`config.mk`:
```
export PLATFORM = sky130hd
export DESIGN_NAME = ov7670_capture_ctrl
export DESIGN_NICKNAME = d
export VERILOG_FILES = /design/src/rtl/ov7670_capture_ctrl.sv
export SDC_FILE = /design/constraint.sdc
export NUM_CORES = 1
export LEC_CHECK = 0
export ABC_AREA = 1
export CORE_ASPECT_RATIO = 1.4
export CORE_MARGIN = 2
export CORE_UTILIZATION = 55
export CTS_CLUSTER_DIAMETER = 30
export DETAILED_ROUTE_END_ITERATION = 6
export DONT_BUFFER_PORTS = 1
export PLACE_DENSITY_LB_ADDON = 0.05
export SLEW_MARGIN = 10
export SYNTH_ARGS = -nofsm -noshare
export SYNTH_HDL_FRONTEND = slang
export SYNTH_SLANG_ARGS = --single-unit
```
`constraint.sdc`:
```
create_clock -name clk -period 1.7 [get_ports clk]
set_input_delay 0.085 -clock clk [delete_from_list [all_inputs] [get_ports clk]]
set_output_delay 0.085 -clock clk [all_outputs]
set_load 0.02 [all_outputs]
```
`src/rtl/ov7670_capture_ctrl.sv`:
```
// rtl/ov7670_capture_ctrl.sv - OV7670 frame-capture controller: RGB565 assembly, 2:1 decimation, frame-gated writes
module ov7670_capture_ctrl #(
    parameter int H_PIX      = 320,
    parameter int V_LINES    = 240,
    parameter int DEC_LOG2   = 0,
    parameter int ADDR_W     = 17,
    parameter int BYTE_ORDER = 0
) (
    input  logic              clk,
    input  logic              reset,
    input  logic              cap_en,
    input  logic              href,
    input  logic              vsync,
    input  logic [7:0]        ov7670_data,
    output logic              we,
    output logic [ADDR_W-1:0] wAddr,
    output logic [15:0]       wData,
    output logic              frame_done,
    output logic [7:0]        frame_cnt,
    output logic              busy,
    output logic              err_overrun
);

    typedef enum logic [1:0] {IDLE, WAIT_VS, SYNC, ACTIVE} state_t;

    // Byte counter has headroom past 2*H_PIX so out-of-range pixels stay detectable before it saturates.
    localparam int BC_W = $clog2(2 * H_PIX) + 2;
    localparam int LC_W = $clog2(V_LINES + 1);
    localparam logic [BC_W-1:0] H_LIM = BC_W'(H_PIX);
    localparam logic [LC_W-1:0] V_LIM = LC_W'(V_LINES);

    state_t state, state_next;

    logic              vsync_d;
    logic [BC_W-1:0]   byte_cnt;
    logic [BC_W-1:0]   pix_idx;
    logic [LC_W-1:0]   line_cnt;
    logic [ADDR_W-1:0] wr_ptr;
    logic [7:0]        first_byte;

    logic vs_rise, vs_fall;
    logic busy_next, enter_active, frame_end;
    logic byte_ok, out_of_range, keep_dec, wr;

    assign vs_rise = vsync & ~vsync_d;
    assign vs_fall = ~vsync & vsync_d;

    always_ff @(posedge clk or negedge reset) begin
        if (!reset) begin
            state <= IDLE;
        end else begin
            state <= state_next;
        end
    end

    always_comb begin
        state_next = state;
        case (state)
            IDLE:    if (cap_en)  state_next = WAIT_VS;
            WAIT_VS: if (vs_rise) state_next = SYNC;
            SYNC:    if (vs_fall) state_next = ACTIVE;
            ACTIVE:  if (vs_rise) state_next = cap_en ? SYNC : IDLE;
            default: state_next = IDLE;
        endcase
    end

    always_comb begin
        busy_next    = (state_next == SYNC) || (state_next == ACTIVE);
        enter_active = (state == SYNC) && vs_fall;
        frame_end    = (state == ACTIVE) && vs_rise;
    end

    // A byte coinciding with the closing vsync edge belongs to no frame and is dropped.
    assign byte_ok      = (state == ACTIVE) && !vs_rise && href;
    assign pix_idx      = {1'b0, byte_cnt[BC_W-1:1]};
    assign out_of_range = (pix_idx >= H_LIM) || (line_cnt >= V_LIM);
    assign keep_dec     = (DEC_LOG2 == 0) || (!pix_idx[0] && !line_cnt[0]);
    assign wr           = byte_ok && byte_cnt[0] && !out_of_range && keep_dec;

    always_ff @(posedge clk or negedge reset) begin
        if (!reset) begin
            vsync_d     <= 1'b0;
            byte_cnt    <= '0;
            line_cnt    <= '0;
            wr_ptr      <= '0;
            first_byte  <= '0;
            we          <= 1'b0;
            wAddr       <= '0;
            wData       <= '0;
            frame_done  <= 1'b0;
            frame_cnt   <= '0;
            busy        <= 1'b0;
            err_overrun <= 1'b0;
        end else begin
            vsync_d    <= vsync;
            busy       <= busy_next;
            frame_done <= frame_end;
            we         <= wr;

            if (frame_end) begin
                frame_cnt <= frame_cnt + 8'd1;
            end

            if (state != ACTIVE || !href) begin
                byte_cnt <= '0;
            end else if (byte_cnt != {BC_W{1'b1}}) begin
                byte_cnt <= byte_cnt + BC_W'(1);
            end

            if (enter_active) begin
                line_cnt <= '0;
            end else if (state == ACTIVE && !href && byte_cnt != '0 && line_cnt < V_LIM) begin
                line_cnt <= line_cnt + LC_W'(1);
            end

            if (byte_ok && !byte_cnt[0]) begin
                first_byte <= ov7670_data;
            end

            if (enter_active) begin
                wr_ptr <= '0;
            end else if (wr) begin
                wr_ptr <= wr_ptr + ADDR_W'(1);
            end

            if (wr) begin
                wAddr <= wr_ptr;
                wData <= (BYTE_ORDER != 0) ? {ov7670_data, first_byte}
                                           : {first_byte, ov7670_data};
            end

            if (enter_active) begin
                err_overrun <= 1'b0;
            end else if (byte_ok && out_of_range) begin
                err_overrun <= 1'b1;
            end
        end
    end

endmodule

```
-- Word-level counts from Yosys, hierarchy flattened
Cells that the tools add are included.
W data, S select, Z words.
- logic and storage cells: 69
- latch bits: 0
- memory bits (read-only): 0
- RAM bits: 0
- memories: 0
- output and inout bits: 45
- register bits after elaboration: 93
- $mul: 0
- add/sub/neg operators: 4
- multiplexer cells: 14
- eq/ne operators: 7
- reductions and logical operators: 24
- bitwise logic cells: 4
- divide/modulo/power cells: 0
- shift-type cells: 0
- $lt $le $gt $ge: 3
- operators by type and width (cell ; number):
    $mux W17 ; 2
    $mux W12 ; 2
    $add A17 B1 Y17 const B ; 1
    $add A8 B1 Y8 const B ; 2
    $mux W8 ; 2
    $add A12 B1 Y12 const B ; 1
    $ne A12 B12 Y1 const B ; 1
    $reduce_bool A12 Y1 ; 1
    $ge A11 B9 Y1 const B ; 1
    $logic_and A1 B1 Y1 ; 11
    $mux W2 ; 5
    $eq A2 B2 Y1 const B ; 4
    $ge A8 B8 Y1 const B ; 1
    $lt A8 B8 Y1 const B ; 1
    $pmux W2 S4 ; 1
    $reduce_bool A2 Y1 ; 4
    $logic_not A1 Y1 ; 4
    $logic_or A1 B1 Y1 ; 3
    $and A1 B1 Y1 ; 2
    $eq A2 B1 Y1 const B ; 1
    $logic_not A2 Y1 ; 1
    $mux W1 ; 2
    $ne A2 B2 Y1 const B ; 1
    $not A1 Y1 ; 2

-- Logic depth before layout (Yosys ltp)
- word-level depth: 9
- gate-level depth with buffers: 11

-- Worst setup path after synthesis
No wires, ideal clock.
- path type: reg2reg
- start point: register byte_cnt[0]
- end point: register line_cnt[5]
- slack: -0.163 ns
- data required time: 1.583 ns
- setup time: 0.117 ns
- stages on the path, launching flop included: 12
- arrival: 1.746 ns
- cells stage by stage: dfrtp_1 > clkbuf_1 > inv_1 > clkbuf_1 > ha_1 > nand3_1 > nor2_1 > nand2_1 > nand2_1 > nand2_1 > nand2_1 > nand2_1
- cells in the longest elaborated chain, start to end: 4
- ends and longest elaborated chain (item ; RTL line ; RTL):
    start, declared ; 35 ; logic [BC_W-1:0] byte_cnt;
    start signal, assigned ; 107 ; byte_cnt <= byte_cnt + BC_W'(1);
    $reduce_bool A12 Y1 ; 112 ; end else if (state == ACTIVE && !href && byte_cnt != '0 && line_cnt < V_LIM) begin
    $logic_and A1 B1 Y1 (2 in series) ; 112 ;
    $reduce_bool A2 Y1 (no source line) ; -- ;
    end signal, assigned ; 113 ; line_cnt <= line_cnt + LC_W'(1);
    end, declared ; 37 ; logic [LC_W-1:0] line_cnt;
No other way between the ends.
A chain may end at the register's enable or synchronous reset.

-- Worst setup path in the final report
- start point: register wr_ptr[0]
- end point: register wr_ptr[6]
- cells in the longest elaborated chain, start to end: 3
- ends and longest elaborated chain (item ; RTL line ; RTL):
    start, declared ; 38 ; logic [ADDR_W-1:0] wr_ptr;
    start signal, assigned ; 123 ; wr_ptr <= wr_ptr + ADDR_W'(1);
    $add A17 B1 Y17 ; 123 ;
    $mux W17 ; 122 ; end else if (wr) begin
    $mux W17 ; 120 ; if (enter_active) begin
No other way between the ends. The select of a mux whose other input is x is not followed.

==> results by group <==
Power
  – Power per Cell Area: approximately 1300 mW/mm^2
  – Static leakage: 2.66 nW
  – IR drop worst, VDD: 0.000799 V

Setup path
  – Depth of the worst register-to-register path: 8
  – Critical path launch point: wr_ptr[0]$_DFFE_PN0P_
  – Class of the most critical setup path: reg2reg
  – Critical path startpoint category: flip-flop
  – R2R Path Start: wr_ptr[0]$_DFFE_PN0P_
  – Worst Path Max Fanout: 6
  – Kind of end point of the critical path: flip-flop
  – Required time at the endpoint of the critical path: 1.93 ns
  – Arrival time at the worst endpoint: about 1.8 ns

Clock tree
  – Longest Clk Path Bufs: 2
  – Post-CTS setup buffer count: 0
  – Number of H-tree branching levels: 3
  – Number of CTS-inserted buffers: 9
  – Worst skew pair latency: 0.35 ns
  – Hold-fix buffer count after cts: 10
  – Clk root buf: sky130_fd_sc_hd__clkbuf_16
  – Clock-pin slew of the registers on the worst-case setup and hold paths: around 0.07 ns
  – TritonCTS clock tree: done
  – Clock Sinks: between 90 and 100

Floorplanning
  – Horiz. Die Dim: between 80 and 90 um
  – Die height: 111 um
  – Core area: between 0.008 and 0.009 sq mm
  – Boundary Pins: 58
  – Row Count: 39
  – Initial Utilization: 0.560
  – Full die area: approximately 0.0090 sq mm

Route
  – Via count: between 3,000 and 4,000
  – Sum of routed wire length over all layers: around 9.9 mm
  – Initial DRT Pass Iterations: 7
  – Final ANT Viol Nets: 0
  – Final routed wire length divided by cell count: 14.0 um
  – Initial DRC Count: between 150 and 200
  – # DRC: 0
  – Via density per instance: 5.36

Flow run
  – Number of violations of the max-capacitance limit: 0

Finish
  – Count of nets after finishing: roughly 620
  – Ratio of cells with drive above 1 in the final layout: 0.0911
  – Fillcell total: slightly above 700
  – Most common cell after layout, fill and taps aside: sky130_fd_sc_hd__nand2_1
  – Total non-filler cell area in the finished layout: between 0.005 and 0.006 sq mm
  – Antenna diode count: 0
  – Highest-count cells in the layout ignoring fill and taps: sky130_fd_sc_hd__nand2_1, sky130_fd_sc_hd__dfrtp_1, sky130_fd_sc_hd__nand3_1
  – Area added between synthesis and finish: 13.6%

Placed design
  – Post-DP HPWL: between 6 and 7 mm
  – Weighted congestion reported at the end of routability-driven placement: between 0.8 and 0.9
  – Placed instance area: about 0.0048 sq mm
  – IO Port Bufs: 0
  – Pre-CTS setup slack: approximately 0.14 ns

Timing
  – Fin Clk Skew: 0.00694 ns
  – Measured slew at the worst slew-check pin: approximately 0.43 ns
  – Count of final setup violators: 0
  – Hold violation count in the final report: between 90 and 100
  – Worst slew margin: 0.708
  – Total negative slack for setup checks: 0 ns
  – Slew Limit Fails: 0
  – Unrepaired setup endpoints after global routing: false
  – Least setup slack across all paths after layout: between 0.15 and 0.2 ns
  – Final critical-path required period: 1.55 ns
  – Worst-case hold slack: -0.570 ns
  – Maximum clock frequency: between 0.6 and 0.7 GHz
  – Share of the clock period used by the worst path: 0.909

GRT
  – Overall routing resource usage: 0.240
  – Via count of the first global-routing pass: 3,746
  – Antenna violations before repair: 0
  – Met3 Track Usage GR: 0.0535
  – Overflow left after global routing: 0
  – Global-route wire length before repair: roughly 17 mm
  – Met2 routing resource usage after global routing: 0.413
  – Largest net degree at the start of global routing: 93
  – Global-route layer with the greatest usage: met2
  – Met1 Track Usage GR: 0.288

Worst hold path
  – Worst hold-check path type: in2async

Synthesis
  – Mapped Nets: just under 600
  – Post-Syn Instances: about 570
  – Post-synthesis area per instance: 7.94 sq um
  – Synth Register Bits: 92
  – Total of warnings raised by yosys: 0
  – Synth Cell Area: 0.00454 sq mm
  – Sequential share of the synthesized area: 0.507
  – Synth cell types: 29

Status
  – Result of the run: complete, but fails checks
  – Failing checks: negative hold slack
worst max-delay path, cell delays in order (launching register included):
cell	delay, ns
sky130_fd_sc_hd__dfrtp_1	0.44
sky130_fd_sc_hd__ha_1	0.24
sky130_fd_sc_hd__nand2_1	0.07
sky130_fd_sc_hd__inv_1	0.05
sky130_fd_sc_hd__nand2_1	0.14
sky130_fd_sc_hd__nor2_1	0.09
sky130_fd_sc_hd__or2_2	0.28
sky130_fd_sc_hd__nand4_1	0.07
sky130_fd_sc_hd__nand2_1	0.05
Yosys cell counts:
cell type | count | share of area
sky130_fd_sc_hd__clkbuf_1 | 11 | 0.0091
sky130_fd_sc_hd__nor2_2 | 1 | 0.0014
sky130_fd_sc_hd__buf_1 | 1 | 0.00083
sky130_fd_sc_hd__nand3_1 | 54 | 0.060
sky130_fd_sc_hd__a21oi_1 | 7 | 0.0077
sky130_fd_sc_hd__nor2_1 | 52 | 0.043
sky130_fd_sc_hd__a211oi_1 | 1 | 0.0017
sky130_fd_sc_hd__nand2_1 | 200 | 0.17
sky130_fd_sc_hd__a31oi_1 | 1 | 0.0014
sky130_fd_sc_hd__nor3_1 | 7 | 0.0077
sky130_fd_sc_hd__clkinv_1 | 2 | 0.0017
sky130_fd_sc_hd__nor4_1 | 1 | 0.0014
sky130_fd_sc_hd__xnor2_1 | 4 | 0.0077
sky130_fd_sc_hd__buf_6 | 5 | 0.012
sky130_fd_sc_hd__nand3_2 | 2 | 0.0044
sky130_fd_sc_hd__o21ai_1 | 3 | 0.0033
sky130_fd_sc_hd__xor2_1 | 12 | 0.023
sky130_fd_sc_hd__nor2_8 | 1 | 0.0044
sky130_fd_sc_hd__nor2_4 | 2 | 0.0050
sky130_fd_sc_hd__dfrtp_1 | 92 | 0.51
sky130_fd_sc_hd__nand3b_1 | 1 | 0.0017
sky130_fd_sc_hd__nand4_1 | 17 | 0.023
sky130_fd_sc_hd__ha_1 | 5 | 0.014
sky130_fd_sc_hd__buf_4 | 3 | 0.0050
sky130_fd_sc_hd__o21bai_1 | 4 | 0.0066
sky130_fd_sc_hd__o21ai_0 | 36 | 0.040
sky130_fd_sc_hd__or2_2 | 4 | 0.0055
sky130_fd_sc_hd__inv_1 | 42 | 0.035
sky130_fd_sc_hd__nand2_2 | 1 | 0.0014
final cells by class:
type / instances / area [sq um] / area share
tap: 102 / 128 / 0.0247
clock buffer: 9 / 225 / 0.0437
clock inverter: 7 / 75.1 / 0.0146
sequential: 92 / 2300 / 0.446
multi-input combinational: 416 / 1960 / 0.379
timing repair buffer: 36 / 308 / 0.0597
inverter: 44 / 165 / 0.0320
report_power, final:
| group | internal (mW) | leakage, nW | switching (mW) | total (mW) |
|---|---|---|---|---|
| clock | 1.14 | 0.138 | 0.872 | 2.02 |
| combinational | 0.415 | 1.30 | 0.647 | 1.06 |
| sequential | 2.66 | 1.22 | 0.757 | 3.41 |
metal layers:
layer	wire, um	share of wire
met4	229	0.023
met1	4130	0.42
met5	0	0
met3	394	0.040
met2	5150	0.52
cells by family after synthesis:
family          count (synthesis)  share of synthesized area
simple gates                  343                      0.324
xor+xnor                       16                     0.0309
compound gates                 52                     0.0604
fa+ha+maj                       5                     0.0138
flops                          92                      0.507
buf+inv                        64                     0.0637
worst paths after layout:
kind | end | slack (ns)
setup / recovery | wr_ptr[6]$_DFFE_PN0P_ | 0.15
hold / removal | wData[11]$_DFFE_PN0P_ | -0.57
setup reg to reg | wr_ptr[6]$_DFFE_PN0P_ | 0.15
hold reg to reg | first_byte[2]$_DFFE_PN0P_ | 0.47
max in group asynchronous | line_cnt[4]$_DFFE_PN0P_ | 2.15
min in group clk | state[0]$_DFF_PN0_ | 0.07
registers in the layout (all words and copies together) (netlist names):
| signal | cells |
|---|---|
| busy | 1 |
| byte_cnt | 12 |
| err_overrun | 1 |
| first_byte | 8 |
| frame_cnt | 8 |
| frame_done | 1 |
| line_cnt | 8 |
| state | 1 |
| vsync_d | 1 |
| wAddr | 17 |
| wData | 16 |
| we | 1 |
| wr_ptr | 17 |
metrics by stage:
stage / std cells / total power [mW] / hold slack, ns / util
finish: 706 / 6.49 / -0.570 / 0.637
global route: 706 / 6.89 / -0.587 / 0.637
CTS: 706 / 6.54 / -0.579 / 0.636
detailed placement: 680 / 4.50 / -0.208 / 0.587
global placement: 680 / 4.45 / -0.209 / 0.587
floorplan: 572 / 4.12 / -0.211 / -
timing repair:
| action | CTS | global route |
|---|---|---|
| endpoints found under the hold margin | 111 | 92 |
| endpoints found under the setup margin | 0 | 1 |
| resized for setup | 0 | 1 |
(Power assumes the default switching activity.)
